==> src/rtl/ball_tree_controller.sv <==
// Ball-split controller: heap-ordered tree of ball slots; rope hits split a ball
// into its two children or pop the smallest size, and the unit reports when wiped out.
module ball_tree_controller #(
  parameter int LEVELS = 4,
  parameter int NBALLS = (1 << LEVELS) - 1,
  parameter int SW     = ($clog2(LEVELS) < 1) ? 1 : $clog2(LEVELS),
  parameter int IW     = $clog2(NBALLS),
  parameter int CW     = $clog2(NBALLS + 1)
) (
  input  logic              clk,
  input  logic              resetN,
  input  logic              unitActive,
  input  logic [SW-1:0]     initialSize,
  input  logic [NBALLS-1:0] col_rope,
  input  logic [NBALLS-1:0] col_player,
  output logic [NBALLS-1:0] visible,
  output logic [NBALLS-1:0] ballReset,
  output logic              ropeHit,
  output logic [SW-1:0]     hitType,
  output logic [IW-1:0]     hitIndex,
  output logic              playerHit,
  output logic [CW-1:0]     ballsLeft,
  output logic              inUse,
  output logic              cleared
);

  typedef enum logic [1:0] {IDLE, DEPLOY, ACTIVE, CLEARED} state_t;

  state_t            r_state, w_state_nxt;
  logic [NBALLS-1:0] r_visible, r_ballReset;
  logic              r_ropeHit, r_playerHit, r_inUse, r_cleared;
  logic [SW-1:0]     r_hitType;
  logic [IW-1:0]     r_hitIndex;
  logic [CW-1:0]     r_ballsLeft;

  logic [NBALLS-1:0] w_visible_nxt, w_ballReset_nxt, w_cand, w_children;
  logic              w_ropeHit_nxt, w_playerHit_nxt, w_inUse_nxt, w_cleared_nxt;
  logic [SW-1:0]     w_hitType_nxt, w_hitSize;
  logic [IW-1:0]     w_hitIndex_nxt, w_k;
  logic [CW-1:0]     w_ballsLeft_nxt;
  logic              w_hit;

  // Size of a slot: the root is the largest ball, each tree level one size smaller.
  function automatic logic [SW-1:0] size_of(input int idx);
    int lvl;
    lvl = 0;
    for (int l = 0; l < LEVELS; l++)
      if (idx + 1 >= (1 << l)) lvl = l;
    return SW'(LEVELS - 1 - lvl);
  endfunction

  // First slot of the level holding balls of the requested (clamped) size.
  function automatic logic [IW-1:0] start_slot(input logic [SW-1:0] sz);
    int s;
    s = int'(sz);
    if (s > LEVELS - 1) s = LEVELS - 1;
    return IW'((1 << (LEVELS - 1 - s)) - 1);
  endfunction

  // Lowest-index visible rope collision wins; the rest are dropped this cycle.
  always_comb begin
    w_cand = col_rope & r_visible;
    w_hit  = 1'b0;
    w_k    = '0;
    for (int i = NBALLS - 1; i >= 0; i--) begin
      if (w_cand[i]) begin
        w_hit = 1'b1;
        w_k   = IW'(i);
      end
    end
    w_hitSize  = size_of(int'(w_k));
    w_children = NBALLS'(3) << (2 * int'(w_k) + 1);
  end

  always_comb begin
    w_state_nxt     = r_state;
    w_visible_nxt   = r_visible;
    w_ballReset_nxt = '0;
    w_ropeHit_nxt   = 1'b0;
    w_hitType_nxt   = r_hitType;
    w_hitIndex_nxt  = r_hitIndex;
    w_playerHit_nxt = 1'b0;
    w_ballsLeft_nxt = r_ballsLeft;
    w_inUse_nxt     = r_inUse;
    w_cleared_nxt   = 1'b0;
    if (!unitActive) begin
      w_state_nxt     = IDLE;
      w_visible_nxt   = '0;
      w_hitType_nxt   = '0;
      w_hitIndex_nxt  = '0;
      w_ballsLeft_nxt = '0;
      w_inUse_nxt     = 1'b0;
    end else begin
      case (r_state)
        IDLE: begin
          w_state_nxt     = DEPLOY;
          w_visible_nxt   = '0;
          w_ballsLeft_nxt = '0;
          w_inUse_nxt     = 1'b0;
        end
        DEPLOY: begin
          w_state_nxt     = ACTIVE;
          w_visible_nxt   = NBALLS'(1) << start_slot(initialSize);
          w_ballReset_nxt = NBALLS'(1) << start_slot(initialSize);
          w_ballsLeft_nxt = CW'(1);
          w_inUse_nxt     = 1'b1;
        end
        ACTIVE: begin
          w_playerHit_nxt = |(col_player & r_visible);
          if (w_hit) begin
            w_visible_nxt  = r_visible & ~(NBALLS'(1) << w_k);
            w_ropeHit_nxt  = 1'b1;
            w_hitType_nxt  = w_hitSize;
            w_hitIndex_nxt = w_k;
            if (w_hitSize != '0) begin
              w_visible_nxt   = w_visible_nxt | w_children;
              w_ballReset_nxt = w_children;
              w_ballsLeft_nxt = r_ballsLeft + CW'(1);
            end else begin
              w_ballsLeft_nxt = r_ballsLeft - CW'(1);
              if (r_ballsLeft == CW'(1)) begin
                w_cleared_nxt = 1'b1;
                w_inUse_nxt   = 1'b0;
                w_state_nxt   = CLEARED;
              end
            end
          end
        end
        CLEARED: begin
          w_visible_nxt   = '0;
          w_ballsLeft_nxt = '0;
          w_inUse_nxt     = 1'b0;
        end
        default: w_state_nxt = IDLE;
      endcase
    end
  end

  always_ff @(posedge clk or negedge resetN) begin
    if (!resetN) begin
      r_state     <= IDLE;
      r_visible   <= '0;
      r_ballReset <= '0;
      r_ropeHit   <= 1'b0;
      r_hitType   <= '0;
      r_hitIndex  <= '0;
      r_playerHit <= 1'b0;
      r_ballsLeft <= '0;
      r_inUse     <= 1'b0;
      r_cleared   <= 1'b0;
    end else begin
      r_state     <= w_state_nxt;
      r_visible   <= w_visible_nxt;
      r_ballReset <= w_ballReset_nxt;
      r_ropeHit   <= w_ropeHit_nxt;
      r_hitType   <= w_hitType_nxt;
      r_hitIndex  <= w_hitIndex_nxt;
      r_playerHit <= w_playerHit_nxt;
      r_ballsLeft <= w_ballsLeft_nxt;
      r_inUse     <= w_inUse_nxt;
      r_cleared   <= w_cleared_nxt;
    end
  end

  assign visible   = r_visible;
  assign ballReset = r_ballReset;
  assign ropeHit   = r_ropeHit;
  assign hitType   = r_hitType;
  assign hitIndex  = r_hitIndex;
  assign playerHit = r_playerHit;
  assign ballsLeft = r_ballsLeft;
  assign inUse     = r_inUse;
  assign cleared   = r_cleared;

endmodule

==> config.mk <==
export PLATFORM = sky130hd
export DESIGN_NAME = ball_tree_controller
export DESIGN_NICKNAME = d
export VERILOG_FILES = /design/src/rtl/ball_tree_controller.sv
export SDC_FILE = /design/constraint.sdc
export NUM_CORES = 1
export LEC_CHECK = 0
export ABC_AREA = 1
export CORE_MARGIN = 2
export CORE_UTILIZATION = 52
export CTS_BUF_LIST = sky130_fd_sc_hd__clkbuf_8
export CTS_CLUSTER_SIZE = 10
export DETAILED_ROUTE_END_ITERATION = 7
export GPL_TIMING_DRIVEN = 0
export PLACE_DENSITY = 0.92
export SKIP_CTS_REPAIR_TIMING = 1
export SLEW_MARGIN = 10
export SYNTH_ARGS = -nofsm -noshare
export SYNTH_HDL_FRONTEND = slang
export SYNTH_SLANG_ARGS = --single-unit
==> constraint.sdc <==
create_clock -name clk -period 2.85 [get_ports clk]
set_input_delay 0.285 -clock clk [delete_from_list [all_inputs] [get_ports clk]]
set_output_delay 0.285 -clock clk [all_outputs]
set_load 0.005 [all_outputs]
==> impl_results.md <==
* Clk pin slew, worst setup/hold paths at 0.09 ns
* Max cap viols at 0
* Setup-failing EPs final at 0
* Mapped Avg Cell Area at 7.82 um^2
* Period utilization at 79.2%
* # DRC at 0
* P per Cell Area at 453 nW/um^2
* Final #Nets at 454
* Core Footprint at 4720 um^2
* Crit path max fanout at 8
* Layout Skew at 0.0130 ns
* Synth unique cells at 37
* PortBufs at 78
* Clk_lat worst skew at 0.31 ns
* Die width at 73.9 um
* Top-count cell post-synth: nand2_1
* Area growth from synthesis to layout at 38.8%
* IO Pins at 79
* TritonCTS Buffers at 5
* Syn Nets at 367
* # clock sinks at 44
* # diodes at 0
* Largest net degree at the start of global routing at 25
* Worst slew margin at 54.4%
* Post-DR wirelength/cell at 15.2 um
* Root Buffer Master: clkbuf_8
* DRT antenna net count at 0
* FF-to-FF Start: visible[8]$_DFFE_PN0P_
* Row count at 25
* Ys async rst share at 100%
* Min cycle time layout at 2.26 ns
* CTS tree: yes
* Final WL at 7.29 mm
* Worst VDD drop at 0.287 mV
* Total gr overflow at 0
* Buffer depth of the longest clock path at 2
* Lkg Pwr at 1.65 nW
* Worst r2r dst: ballsLeft[2]$_DFFE_PN0P_
* Htree depth at 2
* Multi-input gate area at 1250 um^2
* Fin Setup TNS at 0 ns
* Top cells by count, synth: 102 x nand2_1, 44 x dfrtp_1, 38 x inv_1
* Crit Path Category: reg2reg
* Worst-margin pin slew at 0.677 ns
* Top_reg_cell synth: dfrtp_1
* Core Util, Final at 74.7%
* Vias per cell at 5.44
* WP data arrival at 2.46 ns
* Mapped cell area at 2540 um^2
* FMAX at 443 MHz
* GRT busiest layer: met2
* Total Routing Usage GR at 28.0%
* Starting Density at 53.8%
* Full die area at 5460 um^2
* Cells after Synth at 325
* Seq cells post-synth at 44
* Detailed placer's ending HPWL at 5.77 mm
* Met3 usage at 5.62%
* DR vias at 2610
* Drt first pass iters at 4
* Share of the synthesized area in the top cell type at 43.3%
* Number of global-route vias before repair at 2464
* FILL cells at 336
* Final hold violations at 0
* CP endpoint kind: register
* Synthesis Warnings at 0
* Status: finished, final reports clean
* Die span in y at 73.9 um
* Routability Congestion at 0.942
* R2R depth at 9
* Sequential share of the synthesized area at 43.3%
* Register area at 1100 um^2
* FF-to-FF setup slack at 0.59 ns
* Critical path required time at 3.05 ns
* RSZ-0062 raised after global routing: no
* Synth top area cells: dfrtp_1 43%, nand2_1 15%, inv_1 5.6%
* DRT iter0 DRCs at 246
* First-pass GRT wire length at 11.6 mm
* Met2 usage in global routing at 49.7%
* Final slew viol count at 0
* EDFF count, synth at 0
* Synth area leader: dfrtp_1
* Met1 Track Usage GR at 33.5%
* Hold Path Class: in2async
* Worst setup SP type: register
* Initial antenna violation count at 0
* Fraction of layout cells with a size suffix above 1 at 11.1%
## sequential cells by signal, summed over array words and instances (netlist names)
name       flops
ballReset     13
ballsLeft      4
cleared        1
hitIndex       4
hitType        2
inUse          1
playerHit      1
r_state        2
ropeHit        1
visible       15
## worst max-delay path by stage
| stage | slack (ns) | endpoint | startpoint | cells past startpoint |
|---|---|---|---|---|
| CTS | 0.67 | visible[7]$_DFFE_PN0P_ | visible[12]$_DFFE_PN0P_ | 23 |
| finish | 0.59 | ballsLeft[2]$_DFFE_PN0P_ | visible[8]$_DFFE_PN0P_ | 9 |
| detailed placement | 0.36 | visible[7]$_DFFE_PN0P_ | col_rope[13] | 25 |
| global route | 0.35 | visible[7]$_DFFE_PN0P_ | visible[13]$_DFFE_PN0P_ | 24 |
| floorplan | 0.91 | hitType[0]$_DFFE_PN0P_ | visible[13]$_DFFE_PN0P_ | 19 |
| global placement | 0.39 | hitType[1]$_DFFE_PN0P_ | resetN | 1 |
## logic make-up (layout without fill, tap and decap cells)
group / after synthesis / after routing / synth area share, %
DFF: 44 / 44 / 43.3
buffers and inverters: 47 / 135 / 7.58
adders and majority gates: 7 / 7 / 3.45
AOI/OAI and AO/OA: 50 / 50 / 12.7
and+or+nand+nor: 177 / 177 / 33.0
## cells in the final DEF, fill, tap and decap left out, drive strengths merged
cell type	netlist	layout
nand2	114	114
clkdlybuf4s50	0	77
dfrtp	44	44
inv	41	42
nor2	32	32
o21ai	20	20
nand3	16	16
a21oi	11	11
nor3	8	8
o22ai	7	7
ha	7	7
clkbuf	1	6
buf	4	6
nand4	5	5
a221oi	3	3
o21bai	2	2
clkinv	1	2
o211ai	2	2
a211oi	1	1
a41oi	1	1
a31oi	1	1
a22oi	1	1
a2bb2oi	1	1
nand3b	1	1
nor2b	1	1
clkinvlp	0	1
dlygate4sd3	0	1
## metrics by stage
| step | setup WS (ns) | power, mW | hold WS (ns) | std cells | instance area [um^2] |
|---|---|---|---|---|---|
| 5_1_grt | 0.352 | 1.69 | 0.517 | 480 | 3530 |
| 4_1_cts | 0.672 | 1.60 | -0.0499 | 479 | 3520 |
| 3_5_place_dp | 0.362 | 1.21 | 0.279 | 471 | 3430 |
| 2_1_floorplan | 0.905 | 1.00 | -0.0106 | 325 | 2540 |
| 3_3_place_gp | 0.391 | 1.18 | 0.504 | 470 | 3410 |
| 6_report | 0.594 | 1.60 | 0.465 | 480 | 3530 |
## critical path, stage by stage, from the launching register on
cell and delay, ns:
dfrtp_1 0.47, nand2_1 0.13, nand2_1 0.10, nor3_2 0.28, nand3_1 0.18, nor2_1 0.38, inv_1 0.27, nand3_1 0.14
nor2b_1 0.14, nor2_1 0.06
## per-layer routing
| layer | vias up | part of all wire [%] |
|---|---|---|
| li1 | 1229 | - |
| met4 | 0 | 3.2 |
| met5 | - | 0 |
| met3 | 22 | 9.3 |
| met1 | 1210 | 38 |
| met2 | 149 | 50 |
## report_power, final
part,internal [mW],total [mW],switching [mW]
logic,0.200,0.494,0.294
clock network,0.174,0.399,0.225
registers,0.661,0.705,0.0436
total,1.03,1.60,0.563
## cell type report
class | count | share of cell area (%)
Multi-Input combinational cell | 234 | 35.4
Sequential cell | 44 | 31.2
Timing Repair Buffer | 80 | 23.0
Inverter | 42 | 4.47
Tap cell | 67 | 2.38
Clock buffer | 5 | 1.95
Buffer | 5 | 0.993
Clock inverter | 3 | 0.603
(Power assumes the default switching activity.)
